`src/rtl/tmds_encoder_pipe.sv`:
```
// Pipelined multi-lane DVI TMDS 8b/10b encoder: stage A does transition minimisation,
// stage B does DC balance / control tokens, with an optional output register.
module tmds_encoder_pipe #(
  parameter int unsigned NUM_CH  = 3,
  parameter int unsigned REG_OUT = 1
) (
  input  logic                  clk,
  input  logic                  rst,
  input  logic                  in_valid,
  input  logic                  de,
  input  logic [8*NUM_CH-1:0]   data,
  input  logic [2*NUM_CH-1:0]   ctrl,
  output logic                  out_valid,
  output logic [10*NUM_CH-1:0]  tmds
);

  localparam logic [9:0] CtlTok00 = 10'b1101010100;
  localparam logic [9:0] CtlTok01 = 10'b0010101011;
  localparam logic [9:0] CtlTok10 = 10'b0101010100;
  localparam logic [9:0] CtlTok11 = 10'b1010101011;

  function automatic logic [3:0] popcnt8(input logic [7:0] v);
    logic [3:0] n;
    n = '0;
    for (int i = 0; i < 8; i++) begin
      n = n + {3'b000, v[i]};
    end
    return n;
  endfunction

  function automatic logic [8:0] trans_min(input logic [7:0] d);
    logic [3:0] n1;
    logic       use_xnor;
    logic [8:0] q;
    n1       = popcnt8(d);
    use_xnor = (n1 > 4'd4) || ((n1 == 4'd4) && !d[0]);
    q        = '0;
    q[0]     = d[0];
    for (int i = 1; i < 8; i++) begin
      q[i] = use_xnor ? ~(q[i-1] ^ d[i]) : (q[i-1] ^ d[i]);
    end
    q[8] = ~use_xnor;
    return q;
  endfunction

  // Returns {next_cnt[5:0], symbol[9:0]} for one lane.
  function automatic logic [15:0] balance(input logic [8:0] qm, input logic is_de,
                                          input logic [1:0] c, input logic signed [5:0] cnt);
    logic signed [5:0] n1s;
    logic signed [5:0] n0s;
    logic signed [5:0] d10;
    logic signed [5:0] cnt_n;
    logic [9:0]        sym;
    n1s = $signed({2'b00, popcnt8(qm[7:0])});
    n0s = 6'sd8 - n1s;
    d10 = n1s - n0s;
    if (!is_de) begin
      case (c)
        2'b00:   sym = CtlTok00;
        2'b01:   sym = CtlTok01;
        2'b10:   sym = CtlTok10;
        default: sym = CtlTok11;
      endcase
      cnt_n = 6'sd0;
    end else if ((cnt == 6'sd0) || (n1s == n0s)) begin
      sym   = {~qm[8], qm[8], qm[8] ? qm[7:0] : ~qm[7:0]};
      cnt_n = qm[8] ? (cnt + d10) : (cnt - d10);
    end else if ((!cnt[5] && (n1s > n0s)) || (cnt[5] && (n0s > n1s))) begin
      sym   = {1'b1, qm[8], ~qm[7:0]};
      cnt_n = cnt + (qm[8] ? 6'sd2 : 6'sd0) - d10;
    end else begin
      sym   = {1'b0, qm[8], qm[7:0]};
      cnt_n = cnt + d10 - (qm[8] ? 6'sd0 : 6'sd2);
    end
    return {cnt_n, sym};
  endfunction

  // Stage A
  logic [8:0]          w_qm [NUM_CH];
  logic                r_a_valid;
  logic                r_a_de;
  logic [2*NUM_CH-1:0] r_a_ctrl;
  logic [8:0]          r_a_qm [NUM_CH];

  always_comb begin
    for (int k = 0; k < NUM_CH; k++) begin
      w_qm[k] = trans_min(data[8*k +: 8]);
    end
  end

  always_ff @(posedge clk) begin
    if (rst) begin
      r_a_valid <= 1'b0;
      r_a_de    <= 1'b0;
      r_a_ctrl  <= '0;
      for (int k = 0; k < NUM_CH; k++) begin
        r_a_qm[k] <= '0;
      end
    end else begin
      r_a_valid <= in_valid;
      r_a_de    <= de;
      r_a_ctrl  <= ctrl;
      for (int k = 0; k < NUM_CH; k++) begin
        r_a_qm[k] <= w_qm[k];
      end
    end
  end

  // Stage B
  logic [15:0]         w_bal [NUM_CH];
  logic                r_b_valid;
  logic [9:0]          r_b_sym [NUM_CH];
  logic signed [5:0]   r_cnt [NUM_CH];
  logic [10*NUM_CH-1:0] w_b_tmds;

  always_comb begin
    for (int k = 0; k < NUM_CH; k++) begin
      w_bal[k] = balance(r_a_qm[k], r_a_de, r_a_ctrl[2*k +: 2], r_cnt[k]);
    end
  end

  // Bubbles leave both the symbol and the disparity untouched.
  always_ff @(posedge clk) begin
    if (rst) begin
      r_b_valid <= 1'b0;
      for (int k = 0; k < NUM_CH; k++) begin
        r_b_sym[k] <= CtlTok00;
        r_cnt[k]   <= '0;
      end
    end else begin
      r_b_valid <= r_a_valid;
      if (r_a_valid) begin
        for (int k = 0; k < NUM_CH; k++) begin
          r_b_sym[k] <= w_bal[k][9:0];
          r_cnt[k]   <= $signed(w_bal[k][15:10]);
        end
      end
    end
  end

  always_comb begin
    w_b_tmds = '0;
    for (int k = 0; k < NUM_CH; k++) begin
      w_b_tmds[10*k +: 10] = r_b_sym[k];
    end
  end

  // Output stage
  if (REG_OUT != 0) begin : g_reg_out
    logic                 r_o_valid;
    logic [10*NUM_CH-1:0] r_o_tmds;

    always_ff @(posedge clk) begin
      if (rst) begin
        r_o_valid <= 1'b0;
        r_o_tmds  <= {NUM_CH{CtlTok00}};
      end else begin
        r_o_valid <= r_b_valid;
        r_o_tmds  <= w_b_tmds;
      end
    end

    assign out_valid = r_o_valid;
    assign tmds      = r_o_tmds;
  end else begin : g_wire_out
    assign out_valid = r_b_valid;
    assign tmds      = w_b_tmds;
  end

endmodule

```
`config.mk`:
```
export PLATFORM = sky130hd
export DESIGN_NAME = tmds_encoder_pipe
export DESIGN_NICKNAME = d
export VERILOG_FILES = /design/src/rtl/tmds_encoder_pipe.sv
export SDC_FILE = /design/constraint.sdc
export NUM_CORES = 1
export LEC_CHECK = 0
export CORE_MARGIN = 3
export CORE_UTILIZATION = 50
export DETAILED_ROUTE_END_ITERATION = 7
export PLACE_DENSITY = 0.77
export SKIP_LAST_GASP = 1
export SYNTH_ARGS = -nofsm -noshare
export SYNTH_HDL_FRONTEND = slang
export SYNTH_SLANG_ARGS = --single-unit
```
`constraint.sdc`:
```
create_clock -name clk -period 6.5 [get_ports clk]
set_clock_uncertainty 0.05 [all_clocks]
set_input_delay 1.3 -clock clk [delete_from_list [all_inputs] [get_ports clk]]
set_output_delay 1.3 -clock clk [all_outputs]
set_load 0.005 [all_outputs]
```
==> Flow_metrics.wiki <==
{| class="wikitable"
! Metric !! Value
|-
| Run status || finished, final reports clean
|-
| Highest-count cells in the layout ignoring fill and taps || 119 x sky130_fd_sc_hd__inv_1, 81 x sky130_fd_sc_hd__ha_1, 78 x sky130_fd_sc_hd__xnor2_1
|-
| Minimum clock period after layout || roughly 5300 ps
|-
| RSZ-0062 raised after global routing || no
|-
| Post-DP HPWL || ~11 mm
|-
| Worst Path Required || 6570 ps
|-
| Post-route core utilization || 0.610
|-
| Achievable Freq || around 0.19 GHz
|-
| Sequential area share after synthesis || 0.353
|-
| Cell chain of the critical path || inv_1 > fa_1 > fa_1 > fa_1 > inv_1 > ha_1 > fa_1 > xor2_1 > inv_1 > ha_1 > ha_1 > inv_1 > ha_1 > nor2_1 > a21oi_1 > xor2_1 > nor2_1 > a211oi_1 > a211oi_1
|-
| Remaining Overflow, GRT || 0
|-
| Die Height || 132 µm
|-
| Worst hold margin || between 300 and 400 ps
|-
| Width of the die || 132 µm
|-
| Cell area after synthesis || a little under 8000 µm²
|-
| Number of setup violations in the final report || 0
|-
| Drt via density || 4.98
|-
| Maximum number of buffers from clock root to sink || 2
|-
| Synthesized instance count || 766
|-
| CTS-repair resized insts || 0
|-
| Num rows || between 40 and 50
|-
| Most frequent standard cell in the layout excluding fill and tap cells || sky130_fd_sc_hd__inv_1
|-
| Worst-skew pair later-pin latency || 420 ps
|-
| Count of different cell masters after synthesis || 38
|-
| Critical path's slowest cell || sky130_fd_sc_hd__fa_1
|-
| Mean routed wirelength per cell || about 14 µm
|-
| Type of element capturing the critical path || register
|-
| Critical path start-end classification || register to register
|-
| Number of DRC violations after detailed-routing iteration 0 || ~420
|-
| Antenna cell count || 0
|-
| Starting utilization of the core area || 0.515
|-
| Number of flip-flops and latches in the synthesized netlist || approximately 120
|-
| Count of unresolved DRC violations after routing || 0
|-
| Kind of start point of the critical path || register
|-
| Maximum fanout along the worst path || 5
|-
| Critical path origin || r_a_qm[0][18]
|-
| I/O Pins || 65
|-
| Worst endpoint data arrival time || approximately 5400 ps
|-
| Count of buffers added by post-CTS timing repair for setup || 0
|-
| Final Routed Wirelength || 15.0 mm
|-
| Via count of the first global-routing pass || between 5,000 and 6,000
|-
| Net count after synthesis || 923
|-
| Mapped Avg Cell Area || 10.3 µm²
|-
| Layout cell share with drive strength beyond 1 || 0.0758
|-
| Measured slew at the worst slew-check pin || ~1200 ps
|-
| Layout net count || 988
|-
| CTS hold repair buffers || 0
|-
| Total negative slack || 0 ps
|-
| Number of iterations in the first detailed-routing pass || 5
|-
| Worst min path class || register to register
|-
| Clock tree from TritonCTS || yes
|-
| Area overhead of the layout relative to synthesis || 18.4%
|-
| Total global routing track utilization || 0.183
|-
| Core area || about 15,000 µm²
|-
| Clock buffers created by TritonCTS || 17
|-
| Initial antenna violation count || 0
|-
| Dominant cell type by area after synthesis || sky130_fd_sc_hd__edfxtp_1
|-
| Buffer type at the clock tree root || sky130_fd_sc_hd__clkbuf_16
|-
| Startpoint of the tightest hold check path || r_b_sym[0][24]
|-
| Area enclosed by the die boundary || 17,300 µm²
|-
| Hold Fails Final Rpt || 0
|-
| Post-detailed-route count of antenna-violating nets || 0
|-
| Clock transition at path regs || 50 ps
|-
| Pin count of the biggest net entering global routing || 69
|-
| H-Tree Level Count || 4
|-
| Synth top area share || 0.183
|-
| Largest cells by area after synthesis || sky130_fd_sc_hd__edfxtp_1 18%, sky130_fd_sc_hd__dfxtp_1 17%, sky130_fd_sc_hd__ha_1 13%
|-
| Global placement routability congestion || just under 0.9
|-
| Warnings, synthesis || 0
|-
| Worst r2r src || r_a_qm[0][18]
|-
| Critical path's largest stage delay || 540 ps
|-
| Maxcap violations || 0
|-
| Tcrit/Tclk final || 0.822
|-
| Clock sinks || around 120
|-
| First-pass GRT wire length || 25.7 mm
|-
| Final Slew Violations || 0
|-
| Worst rel slew slack || 0.213
|-
| Routed via count || roughly 5,300
|-
| Port-buffer cells || 64
|}
cell families after synthesis:
group,after synthesis,synth area share
mux,11,0.0187
flops,115,0.353
xor+xnor,102,0.117
compound gates,115,0.104
buf+inv,141,0.0676
simple gates,159,0.105
fa+ha+maj,123,0.235
layer usage:
layer,global-route usage,up-vias,share of wire,routed length [µm]
met5,0,-,0,0
met1,0.248,2472,0.47,7070
met4,0.0753,0,0.025,377
li1,-,2617,-,-
met2,0.284,130,0.45,6820
met3,0.0402,31,0.048,716
synth_stat cells, drive strengths merged:
library cell	number
buf	5
xnor3	2
and2	3
ha	81
or4	3
nand2b	7
or2	17
nor3	6
xor2	22
a221oi	4
a211o	6
mux2i	11
a22oi	3
nand3b	3
o22ai	1
inv	119
o311ai	3
o211ai	4
edfxtp	48
dfxtp	67
a311oi	2
nor2b	41
xnor2	78
a21oi	31
and3	3
nand2	10
o21bai	5
clkbuf	17
a21o	15
a221o	2
nor2	57
nand3	9
fa	42
o21ai	21
a211oi	15
o31ai	3
final timing paths:
kind	to	depth (start not counted)	slack (ps)
worst min register to register	tmds[24]	1	370
worst max-delay path	r_cnt[0][17]	19	1150
worst min-delay path	tmds[24]	1	370
worst max register to register	r_cnt[0][17]	19	1150
registers in the layout (all words and copies together) (netlist names):
name,count
r_b_sym,30
tmds,30
r_a_qm,27
r_cnt,18
r_a_ctrl,6
out_valid,1
r_a_de,1
r_a_valid,1
r_b_valid,1
layout make-up:
type,count,area [µm²]
fill,1287,5980
multi-input combinational,510,4570
sequential,115,2780
timing repair buffer,68,666
clock buffer,23,522
inverter,119,447
tap,211,264
clock inverter,9,87.6
critical path, delay by kind of cell, from the launching register on:
family	cells	cell delay (ps)
AO/OA/AOI/OAI	3	460
XOR/XNOR	2	610
adder cells (fa/ha/maj)	8	3050
buffers and inverters	4	430
flip-flops	1	350
AND/OR/NAND/NOR	2	90
stage by stage:
step	setup WS [ps]	cell area, µm²	instances
after floorplan	1610	7890	766
after global placement	1030	8730	1023
after detailed placement	916	8730	1023
after CTS	1190	9340	1055
after global routing	749	9340	1055
final	1150	9340	1055
Power is not shown: default switching activity piles up to over one toggle a cycle in this logic, so the estimate is an artifact.
